==> src/rtl/n2_dva_upd_ctl_if.sv <==
// Request/response and array-port bundle for the dirty/valid array controller.
// The controller attaches through the slave modport; pipeline control and array sit on master.
interface n2_dva_upd_ctl_if;
  logic        req_vld;
  logic        req_ready;
  logic [1:0]  req_op;
  logic [4:0]  req_addr;
  logic [31:0] req_mask;
  logic [31:0] req_data;
  logic        rsp_vld;
  logic        rsp_ready;
  logic [31:0] rsp_data;
  logic        clr_all;
  logic        clr_all_done;
  logic        arr_rd_en;
  logic [4:0]  arr_rd_addr;
  logic        arr_wr_en;
  logic [4:0]  arr_wr_addr;
  logic [31:0] arr_din;
  logic [31:0] arr_bit_wen;
  logic [31:0] arr_dout;

  modport slave (
    input  req_vld, req_op, req_addr, req_mask, req_data, rsp_ready, clr_all, arr_dout,
    output req_ready, rsp_vld, rsp_data, clr_all_done,
           arr_rd_en, arr_rd_addr, arr_wr_en, arr_wr_addr, arr_din, arr_bit_wen
  );

  modport master (
    output req_vld, req_op, req_addr, req_mask, req_data, rsp_ready, clr_all, arr_dout,
    input  req_ready, rsp_vld, rsp_data, clr_all_done,
           arr_rd_en, arr_rd_addr, arr_wr_en, arr_wr_addr, arr_din, arr_bit_wen
  );
endinterface

==> src/rtl/n2_dva_upd_ctl.sv <==
// Access controller for the 32x32 dirty/valid array: request channel, read response, clear-all sweep.
// state | meaning:  IDLE = service requests / watch clr_all ; SWEEP = zero one entry per cycle
module n2_dva_upd_ctl (
  input  logic            l2clk,
  input  logic            reset,
  n2_dva_upd_ctl_if.slave bus
);
  typedef enum logic {ST_IDLE = 1'b0, ST_SWEEP = 1'b1} state_e;

  localparam logic [1:0] OP_READ  = 2'b00;
  localparam logic [1:0] OP_SET   = 2'b01;
  localparam logic [1:0] OP_CLR   = 2'b10;
  localparam logic [1:0] OP_WRITE = 2'b11;

  state_e      state_q, state_d;
  logic [4:0]  cnt_q, cnt_d;
  logic        rd_pend_q, rd_pend_d;
  logic        rsp_vld_q, rsp_vld_d;
  logic [31:0] rsp_data_q, rsp_data_d;
  logic        done_q, done_d;

  logic        wr_ok, rd_ok, req_ready_c, acc;

  always_ff @(posedge l2clk) begin
    if (reset) begin
      state_q    <= ST_IDLE;
      cnt_q      <= 5'd0;
      rd_pend_q  <= 1'b0;
      rsp_vld_q  <= 1'b0;
      rsp_data_q <= 32'd0;
      done_q     <= 1'b0;
    end else begin
      state_q    <= state_d;
      cnt_q      <= cnt_d;
      rd_pend_q  <= rd_pend_d;
      rsp_vld_q  <= rsp_vld_d;
      rsp_data_q <= rsp_data_d;
      done_q     <= done_d;
    end
  end

  always_comb begin
    state_d    = state_q;
    cnt_d      = cnt_q;
    done_d     = 1'b0;
    rd_pend_d  = acc & (bus.req_op == OP_READ);
    rsp_vld_d  = rsp_vld_q;
    rsp_data_d = rsp_data_q;
    case (state_q)
      ST_IDLE: begin
        if (bus.clr_all) state_d = ST_SWEEP;
      end
      ST_SWEEP: begin
        cnt_d = cnt_q + 5'd1;
        if (cnt_q == 5'd31) begin
          state_d = ST_IDLE;
          done_d  = 1'b1;
        end
      end
      default: state_d = ST_IDLE;
    endcase
    // A pending read always lands, even if a sweep started meanwhile; the response slot is free by construction.
    if (rd_pend_q) begin
      rsp_vld_d  = 1'b1;
      rsp_data_d = bus.arr_dout;
    end else if (rsp_vld_q && bus.rsp_ready) begin
      rsp_vld_d  = 1'b0;
    end
  end

  always_comb begin
    wr_ok           = (state_q == ST_IDLE) & ~bus.clr_all & ~reset;
    rd_ok           = wr_ok & ~rd_pend_q & (~rsp_vld_q | bus.rsp_ready);
    req_ready_c     = (bus.req_op == OP_READ) ? rd_ok : wr_ok;
    acc             = bus.req_vld & req_ready_c;
    bus.arr_rd_en   = 1'b0;
    bus.arr_rd_addr = 5'd0;
    bus.arr_wr_en   = 1'b0;
    bus.arr_wr_addr = 5'd0;
    bus.arr_din     = 32'd0;
    bus.arr_bit_wen = 32'd0;
    if (!reset && state_q == ST_SWEEP) begin
      bus.arr_wr_en   = 1'b1;
      bus.arr_wr_addr = cnt_q;
      bus.arr_bit_wen = '1;
    end else if (acc) begin
      case (bus.req_op)
        OP_READ: begin
          bus.arr_rd_en   = 1'b1;
          bus.arr_rd_addr = bus.req_addr;
        end
        OP_SET: begin
          bus.arr_wr_en   = 1'b1;
          bus.arr_wr_addr = bus.req_addr;
          bus.arr_din     = '1;
          bus.arr_bit_wen = bus.req_mask;
        end
        OP_CLR: begin
          bus.arr_wr_en   = 1'b1;
          bus.arr_wr_addr = bus.req_addr;
          bus.arr_bit_wen = bus.req_mask;
        end
        default: begin
          bus.arr_wr_en   = 1'b1;
          bus.arr_wr_addr = bus.req_addr;
          bus.arr_din     = bus.req_data;
          bus.arr_bit_wen = bus.req_mask;
        end
      endcase
    end
  end

  assign bus.req_ready    = req_ready_c;
  assign bus.rsp_vld      = rsp_vld_q;
  assign bus.rsp_data     = rsp_data_q;
  assign bus.clr_all_done = done_q;

endmodule

==> src/flat_wrapper.sv <==
// flat-port wrapper written by rule: the top's interface ports become plain ports
module n2_dva_upd_ctl_flat 
  (l2clk, reset, bus_req_vld, bus_req_op, bus_req_addr, bus_req_mask, bus_req_data, bus_rsp_ready, bus_clr_all, bus_arr_dout, bus_req_ready, bus_rsp_vld, bus_rsp_data, bus_clr_all_done, bus_arr_rd_en, bus_arr_rd_addr, bus_arr_wr_en, bus_arr_wr_addr, bus_arr_din, bus_arr_bit_wen);
  n2_dva_upd_ctl_if bus_i ();
  input  logic l2clk;
  input  logic reset;
  input wire logic [$bits(bus_i.req_vld)-1:0] bus_req_vld;
  input wire logic [$bits(bus_i.req_op)-1:0] bus_req_op;
  input wire logic [$bits(bus_i.req_addr)-1:0] bus_req_addr;
  input wire logic [$bits(bus_i.req_mask)-1:0] bus_req_mask;
  input wire logic [$bits(bus_i.req_data)-1:0] bus_req_data;
  input wire logic [$bits(bus_i.rsp_ready)-1:0] bus_rsp_ready;
  input wire logic [$bits(bus_i.clr_all)-1:0] bus_clr_all;
  input wire logic [$bits(bus_i.arr_dout)-1:0] bus_arr_dout;
  output wire logic [$bits(bus_i.req_ready)-1:0] bus_req_ready;
  output wire logic [$bits(bus_i.rsp_vld)-1:0] bus_rsp_vld;
  output wire logic [$bits(bus_i.rsp_data)-1:0] bus_rsp_data;
  output wire logic [$bits(bus_i.clr_all_done)-1:0] bus_clr_all_done;
  output wire logic [$bits(bus_i.arr_rd_en)-1:0] bus_arr_rd_en;
  output wire logic [$bits(bus_i.arr_rd_addr)-1:0] bus_arr_rd_addr;
  output wire logic [$bits(bus_i.arr_wr_en)-1:0] bus_arr_wr_en;
  output wire logic [$bits(bus_i.arr_wr_addr)-1:0] bus_arr_wr_addr;
  output wire logic [$bits(bus_i.arr_din)-1:0] bus_arr_din;
  output wire logic [$bits(bus_i.arr_bit_wen)-1:0] bus_arr_bit_wen;
  assign bus_i.req_vld = bus_req_vld;
  assign bus_i.req_op = bus_req_op;
  assign bus_i.req_addr = bus_req_addr;
  assign bus_i.req_mask = bus_req_mask;
  assign bus_i.req_data = bus_req_data;
  assign bus_i.rsp_ready = bus_rsp_ready;
  assign bus_i.clr_all = bus_clr_all;
  assign bus_i.arr_dout = bus_arr_dout;
  assign bus_req_ready = bus_i.req_ready;
  assign bus_rsp_vld = bus_i.rsp_vld;
  assign bus_rsp_data = bus_i.rsp_data;
  assign bus_clr_all_done = bus_i.clr_all_done;
  assign bus_arr_rd_en = bus_i.arr_rd_en;
  assign bus_arr_rd_addr = bus_i.arr_rd_addr;
  assign bus_arr_wr_en = bus_i.arr_wr_en;
  assign bus_arr_wr_addr = bus_i.arr_wr_addr;
  assign bus_arr_din = bus_i.arr_din;
  assign bus_arr_bit_wen = bus_i.arr_bit_wen;
  n2_dva_upd_ctl u_core (.l2clk(l2clk), .reset(reset), .bus(bus_i));
endmodule
==> config.mk <==
export PLATFORM = sky130hd
export DESIGN_NAME = n2_dva_upd_ctl_flat
export DESIGN_NICKNAME = d
export VERILOG_FILES = /design/src/rtl/n2_dva_upd_ctl_if.sv /design/src/rtl/n2_dva_upd_ctl.sv /design/src/flat_wrapper.sv
export SDC_FILE = /design/constraint.sdc
export NUM_CORES = 1
export LEC_CHECK = 0
export CORE_UTILIZATION = 32
export DETAILED_ROUTE_END_ITERATION = 6
export PLACE_DENSITY = 0.95
export SLEW_MARGIN = 20
export SYNTH_ARGS = -nofsm -noshare
export SYNTH_HDL_FRONTEND = slang
export SYNTH_SLANG_ARGS = --single-unit
==> constraint.sdc <==
create_clock -name l2clk -period 3.91 [get_ports l2clk]
set_input_delay 0.5865 -clock l2clk [delete_from_list [all_inputs] [get_ports l2clk]]
set_output_delay 0.5865 -clock l2clk [all_outputs]
set_load 0.01 [all_outputs]
==> flow_summary.ini, run 1 <==
[run_status]
status = finished clean

[synth]
synth.net_count = 378
synth_cell_types = 25
synth_edf_count = 0
async_flop_share_pct = 0
netlist_instances = 268
ys_ff_latch = 41
seq_area_frac_synth_pct = 37.0
yosys_warnings = 0
synth_area_per_cell_um2 = 8.29
ys.flop_type = dfxtp_1
syn-cell-area_um2 = 2220

[worst_setup_path]
reg2reg_from = u_core.state_q$_SDFF_PP0_
crit_chain = clkdlybuf4s50_1, nor2b_2, buf_4, a21o_1, clkdlybuf4s50_1
end_kind = output pin
critPathLaunch = reset
worst_path_largest_cell_delay_ns = 0.83
worstPathMaxFanout = 27
crit_slowest_cell = nor2b_2
cp-start-kind = input pin
arrival_ns = 2.95
worstSetupPathType = input pin to output pin
cpMostUsedCell = clkdlybuf4s50_1
r2r_cells = 3
critPathRequiredTime_ns = 3.32

[timing]
setup_viol = 0
slew_headroom_pct = 33.7
worst-slew-pin-transition_ns = 0.990
tns_ns = 0
fin_skew_ns = 0.00486
layout_setup_ws_ns = 0.370
fmax_ghz = 0.283
timing.final.crit_period_ns = 3.54
final_max_slew_viol_count = 0
rsz0062_at_grt = no
finalHoldViolations = 0
finalCritPeriodShare_pct = 90.5

[global_route]
first_global_vias = 2559
grt_max_degree = 33
gr-usage-all-layers_pct = 21.2
overflow = 0
grt_pass1_wl_um = 12400
antenna_found_initial = 0

[clock_tree]
clock-sinks = 41
clk_pin_slew_ns = 0.08
insertion_delay_ns = 0.28
root_buffer = clkbuf_8
tritoncts = built
h-tree-depth = 2
clockBufferDepth = 2
cts_setup_buffers = 0
cts_buffers = 5
ctsHoldBuffers = 0
postCtsResizedCells = 0

[run]
drv_cap = 0

[layout]
n_fill_cell = 492
n_antenna_cell = 0
area.sequential_um2 = 822
multiInputGateArea_um2 = 1150
fin_area_um2 = 4570
area_growth_pct = 106
utilization_pct = 70.0
final_nets = 587
layout-drive-gt1-share_pct = 4.39

[place]
hpwl_um = 6450
post-place-ws_ns = 0.335
routabilityCongestion = 0.685
io_buffers = 218
place_area_um2 = 4450

[power_and_ir_drop]
p_switching_uw = 245
p_seq_share_pct = 40.6
combPwrFrac_pct = 26.1
swShare_pct = 23.2
p_int_uw = 813
ir_drop_mv = 0.245
clkPwrFrac_pct = 33.3
power_density_nw_per_um2 = 232
leakagePower_nw = 2.04

[detailed_routing]
vias_per_cell = 4.65
drt_iter0_drc = 82
route.detailed.drc = 0
wl_per_cell_um = 14.6
vias = 2579
wirelength_um = 8100
ant_nets = 0
firstDrtPassIters = 4

[floorplan]
dieArea_um2 = 7280
core_region_area_um2 = 6530
die_y_um = 85.3
die_w_um = 85.3
ios = 219
row_count = 29
start_util_pct = 34.0

[worst_hold_path]
hold_start = u_core.bus.rsp_data[9]$_SDFFE_PP0P_
holdPathStages = 2
holdCritPathClass = flip-flop to flip-flop
-- cell usage after synthesis (all sizes together), types with 2 or more instances --
library cell / instances / share of area [%]
buf: 8 / 2.9
dfxtp: 41 / 37
inv: 34 / 5.7
clkbuf: 16 / 2.7
mux2i: 35 / 16
ha: 2 / 1.1
and2: 3 / 0.85
nor2b: 2 / 0.56
nor2: 40 / 7.1
xor2: 2 / 0.79
a21oi: 32 / 7.2
a21o: 33 / 11
a22o: 5 / 2.0
and3: 6 / 1.7
-- cell usage in the layout (no fill, tap or decap), types with 2 or more instances in the layout --
cell type        instances
inv_1                   34
ha_1                     2
a21o_1                  33
buf_4                    7
clkdlybuf4s50_1        218
mux2i_1                 35
dfxtp_1                 40
a22o_1                   5
nor2_1                  39
and3_1                   6
xor2_1                   2
a21oi_1                 32
clkbuf_8                 6
and2_1                   3
-- worst max-delay path, delay by kind of cell --
kind	cells	cell delay [ns]
AND/OR/NAND/NOR	1	0.83
AO/OA/AOI/OAI	1	0.11
buffers and inverters	3	1.43
-- stage by stage --
step | cells | power (mW) | hold slack, ns
2_1_floorplan | 268 | 0.527 | 0.487
3_3_place_gp | 547 | 0.710 | 0.471
3_5_place_dp | 547 | 0.716 | 0.484
4_1_cts | 555 | 1.07 | 0.502
5_1_grt | 555 | 1.11 | 0.532
6_report | 555 | 1.06 | 0.498
-- area by class of cell --
cell class	count	share of cell area [%]
clock buffer	6	1.81
clock inverter	2	0.821
inverter	34	2.79
multi-input combinational	169	25.2
sequential	41	18.0
tap	77	2.11
timing repair buffer	226	49.3
-- metal layers --
metal | global-route usage (%) | share of wire, %
met1 | 23.0 | 38
met2 | 40.1 | 53
met3 | 6.81 | 8.1
met4 | 4.24 | 1.4
met5 | 0 | 0
-- final timing paths --
check,to,slack (ns)
setup / recovery,bus_arr_bit_wen[6],0.37
hold / removal,u_core.bus.rsp_data[9]$_SDFFE_PP0P_,0.50
setup reg to reg,u_core.bus.clr_all_done$_SDFF_PN0_,1.96
hold reg to reg,u_core.bus.rsp_data[9]$_SDFFE_PP0P_,0.50
-- state kept, by name (all words and copies together), names as in the netlist --
signal	flops
u_core.bus.rsp_data	32
u_core.cnt_q	5
u_core.bus.clr_all_done	1
u_core.bus.rsp_vld	1
u_core.rd_pend_q	1
u_core.state_q	1
-- power groups by stage --
stage | combinational (mW) | sequential, mW | clock (mW)
floorplan | 0.0888 | 0.438 | 0
global placement | 0.270 | 0.440 | 0
detailed placement | 0.276 | 0.440 | 0
CTS | 0.278 | 0.430 | 0.359
global route | 0.296 | 0.431 | 0.382
finish | 0.276 | 0.430 | 0.352
-- kinds of logic after synthesis --
kind of cell	after synthesis	synth area share, %
AOI/OAI and AO/OA	72	21.6
xor gates and xnor gates	3	1.18
adders and majority gates	2	1.13
and+or+nand+nor	57	12.0
muxes	35	15.8
buffers and inverters	58	11.4
DFF	41	37.0
(Power assumes the default switching activity.)
==> run 2: changes to the inputs <==
--- a/config.mk
+++ b/config.mk
@@ -8,7 +8,6 @@
 export CORE_UTILIZATION = 32
 export DETAILED_ROUTE_END_ITERATION = 6
 export PLACE_DENSITY = 0.95
-export SLEW_MARGIN = 20
 export SYNTH_ARGS = -nofsm -noshare
 export SYNTH_HDL_FRONTEND = slang
 export SYNTH_SLANG_ARGS = --single-unit
==> results of run 2 <==
Final layout, timing and power as in run 1 (identical DEF).
==> run 3: changes to the inputs <==
--- a/config.mk
+++ b/config.mk
@@ -5,6 +5,7 @@
 export SDC_FILE = /design/constraint.sdc
 export NUM_CORES = 1
 export LEC_CHECK = 0
+export CORE_MARGIN = 4
 export CORE_UTILIZATION = 32
 export DETAILED_ROUTE_END_ITERATION = 6
 export PLACE_DENSITY = 0.95
==> run 3 against run 2 <==
Sequential cell count unchanged. Worst setup slack worse by 0.038 ns. Register-to-register slack better by 0.26 ns. Cell count up 0.18%. Die area up 15%. Core utilization down 2.7 points. Sequential power about the same. Clock power down 2%.
==> flow_summary.ini, run 3 (same netlist as run 1, synthesis figures left out) <==
[run_status]
status = finished clean

[layout]
final_common_cell = clkdlybuf4s50_1
utilization_pct = 67.2
n_fill_cell = 529
n_antenna_cell = 0
final_cells = 556
largest_register_ffs = 32
layout_common_cells = clkdlybuf4s50_1, dfxtp_1, nor2_1, mux2i_1, inv_1
multiInputGateArea_um2 = 1150
final_nets = 585
fin_area_um2 = 4540
area.sequential_um2 = 822
area_growth_pct = 105
layout-drive-gt1-share_pct = 3.78

[global_route]
overflow = 0
grt_pass1_wl_um = 13000
grt_max_degree = 39
first_global_vias = 2655
gr-usage-all-layers_pct = 19.0
antenna_found_initial = 0

[detailed_routing]
firstDrtPassIters = 6
wirelength_um = 8490
wl_per_cell_um = 15.3
vias_per_cell = 4.76
ant_nets = 0
vias = 2647
drt_iter0_drc = 41
route.detailed.drc = 0

[worst_setup_path]
path_buf_inv = 3
cp-start-kind = input pin
arrival_ns = 2.99
critPathLaunch = reset
crit_slowest_cell = nor2b_2
rrSetupSlack_ns = 2.22
cp_top_family = buffers and inverters
worstPathMaxFanout = 25
cpMostUsedCell = clkdlybuf4s50_1
r2r_cells = 2
end_kind = output pin
worstSetupPathType = input pin to output pin
reg2reg_from = u_core.state_q$_SDFF_PP0_
reg2reg_to = u_core.bus.clr_all_done$_SDFF_PN0_
crit_end = bus_arr_wr_addr[4]
crit_cells = 5
crit_chain = clkdlybuf4s50_1, nor2b_2, buf_4, a22o_1, clkdlybuf4s50_1
worst_path_largest_cell_delay_ns = 0.81
critPathRequiredTime_ns = 3.32

[place]
io_buffers = 218
hpwl_um = 6880
routabilityCongestion = 0.847
place_area_um2 = 4430
place_inst = 548

[worst_hold_path]
holdCritPathClass = flip-flop to flip-flop

[power_and_ir_drop]
power_density_nw_per_um2 = 231
leakagePower_nw = 2.03
ir_drop_mv = 0.261

[floorplan]
row_count = 30
ios = 219
dieArea_um2 = 8340
start_util_pct = 32.9
die_y_um = 91.3
die_w_um = 91.3
core_region_area_um2 = 6760

[timing]
slew_headroom_pct = 30.9
setup_viol = 0
worst-slew-pin-transition_ns = 1.04
timing.hold.ws_ns = 0.500
rsz0062_at_grt = no
fin_skew_ns = 0.0122
final_max_slew_viol_count = 0
finalCritPeriodShare_pct = 91.5
finalHoldViolations = 0
tns_ns = 0
timing.final.crit_period_ns = 3.58
fmax_ghz = 0.280

[clock_tree]
postCtsResizedCells = 0
clockBufferDepth = 2
root_buffer = clkbuf_8
cts_buffers = 5
h-tree-depth = 2
insertion_delay_ns = 0.29
clk_pin_slew_ns = 0.07
ctsHoldBuffers = 0
clock-sinks = 41
cts_setup_buffers = 0
tritoncts = built

[run]
drv_cap = 0
run 3: cell types whose count changed in the layout (fill, tap and decap cells not counted):
cell / previous run / this run
buf_12: 1 / 0
buf_4: 7 / 6
clkbuf_1: 0 / 1
clkinvlp_4: 1 / 0
run 3: worst min-delay path by stage:
stage | start | endpoint | slack, ns | cells past startpoint
6_report | u_core.bus.rsp_data[22]$_SDFFE_PP0P_ | u_core.bus.rsp_data[22]$_SDFFE_PP0P_ | 0.50 | 2
5_1_grt | u_core.bus.rsp_data[19]$_SDFFE_PP0P_ | u_core.bus.rsp_data[19]$_SDFFE_PP0P_ | 0.53 | 2
4_1_cts | u_core.bus.rsp_data[19]$_SDFFE_PP0P_ | u_core.bus.rsp_data[19]$_SDFFE_PP0P_ | 0.51 | 2
3_5_place_dp | u_core.bus.rsp_data[14]$_SDFFE_PP0P_ | u_core.bus.rsp_data[14]$_SDFFE_PP0P_ | 0.49 | 2
3_3_place_gp | u_core.bus.rsp_data[14]$_SDFFE_PP0P_ | u_core.bus.rsp_data[14]$_SDFFE_PP0P_ | 0.47 | 2
2_1_floorplan | u_core.cnt_q[4]$_SDFFE_PP0P_ | u_core.cnt_q[4]$_SDFFE_PP0P_ | 0.49 | 2
run 3: final cells by class:
| type | instances | area share [%] |
|---|---|---|
| Sequential cell | 41 | 18.1 |
| Clock inverter | 1 | 0.661 |
| Tap cell | 80 | 2.20 |
| Inverter | 34 | 2.81 |
| Timing Repair Buffer | 224 | 49.0 |
| Clock buffer | 7 | 1.90 |
| Multi-Input combinational cell | 169 | 25.3 |
run 3: where the power goes:
part,internal (mW),switching (mW),total [mW],leakage (nW)
sequential,0.423,0.00865,0.432,0.332
clock,0.208,0.136,0.344,0.0585
combinational,0.181,0.0930,0.274,1.64
total,0.813,0.238,1.05,2.03
run 3: worst reg2reg max path: stages (launching register included):
cell and delay [ns]:
dfxtp_1 0.56, nor2b_2 0.85, and2_1 0.22
run 3: through the flow:
stage / power [mW] / setup WS, ns
floorplan: 0.527 / 1.69
global placement: 0.711 / 0.412
detailed placement: 0.716 / 0.331
CTS: 1.06 / 0.311
global route: 1.09 / 0.222
finish: 1.05 / 0.333
run 3: routing by layer:
| layer | share of wire (%) | up-vias | global-route usage, % |
|---|---|---|---|
| met5 | 0 | - | 0 |
| met4 | 2.1 | 0 | 5.28 |
| met3 | 8.3 | 19 | 6.21 |
| met2 | 53 | 128 | 37.2 |
| met1 | 36 | 1204 | 18.8 |
| li1 | - | 1296 | - |
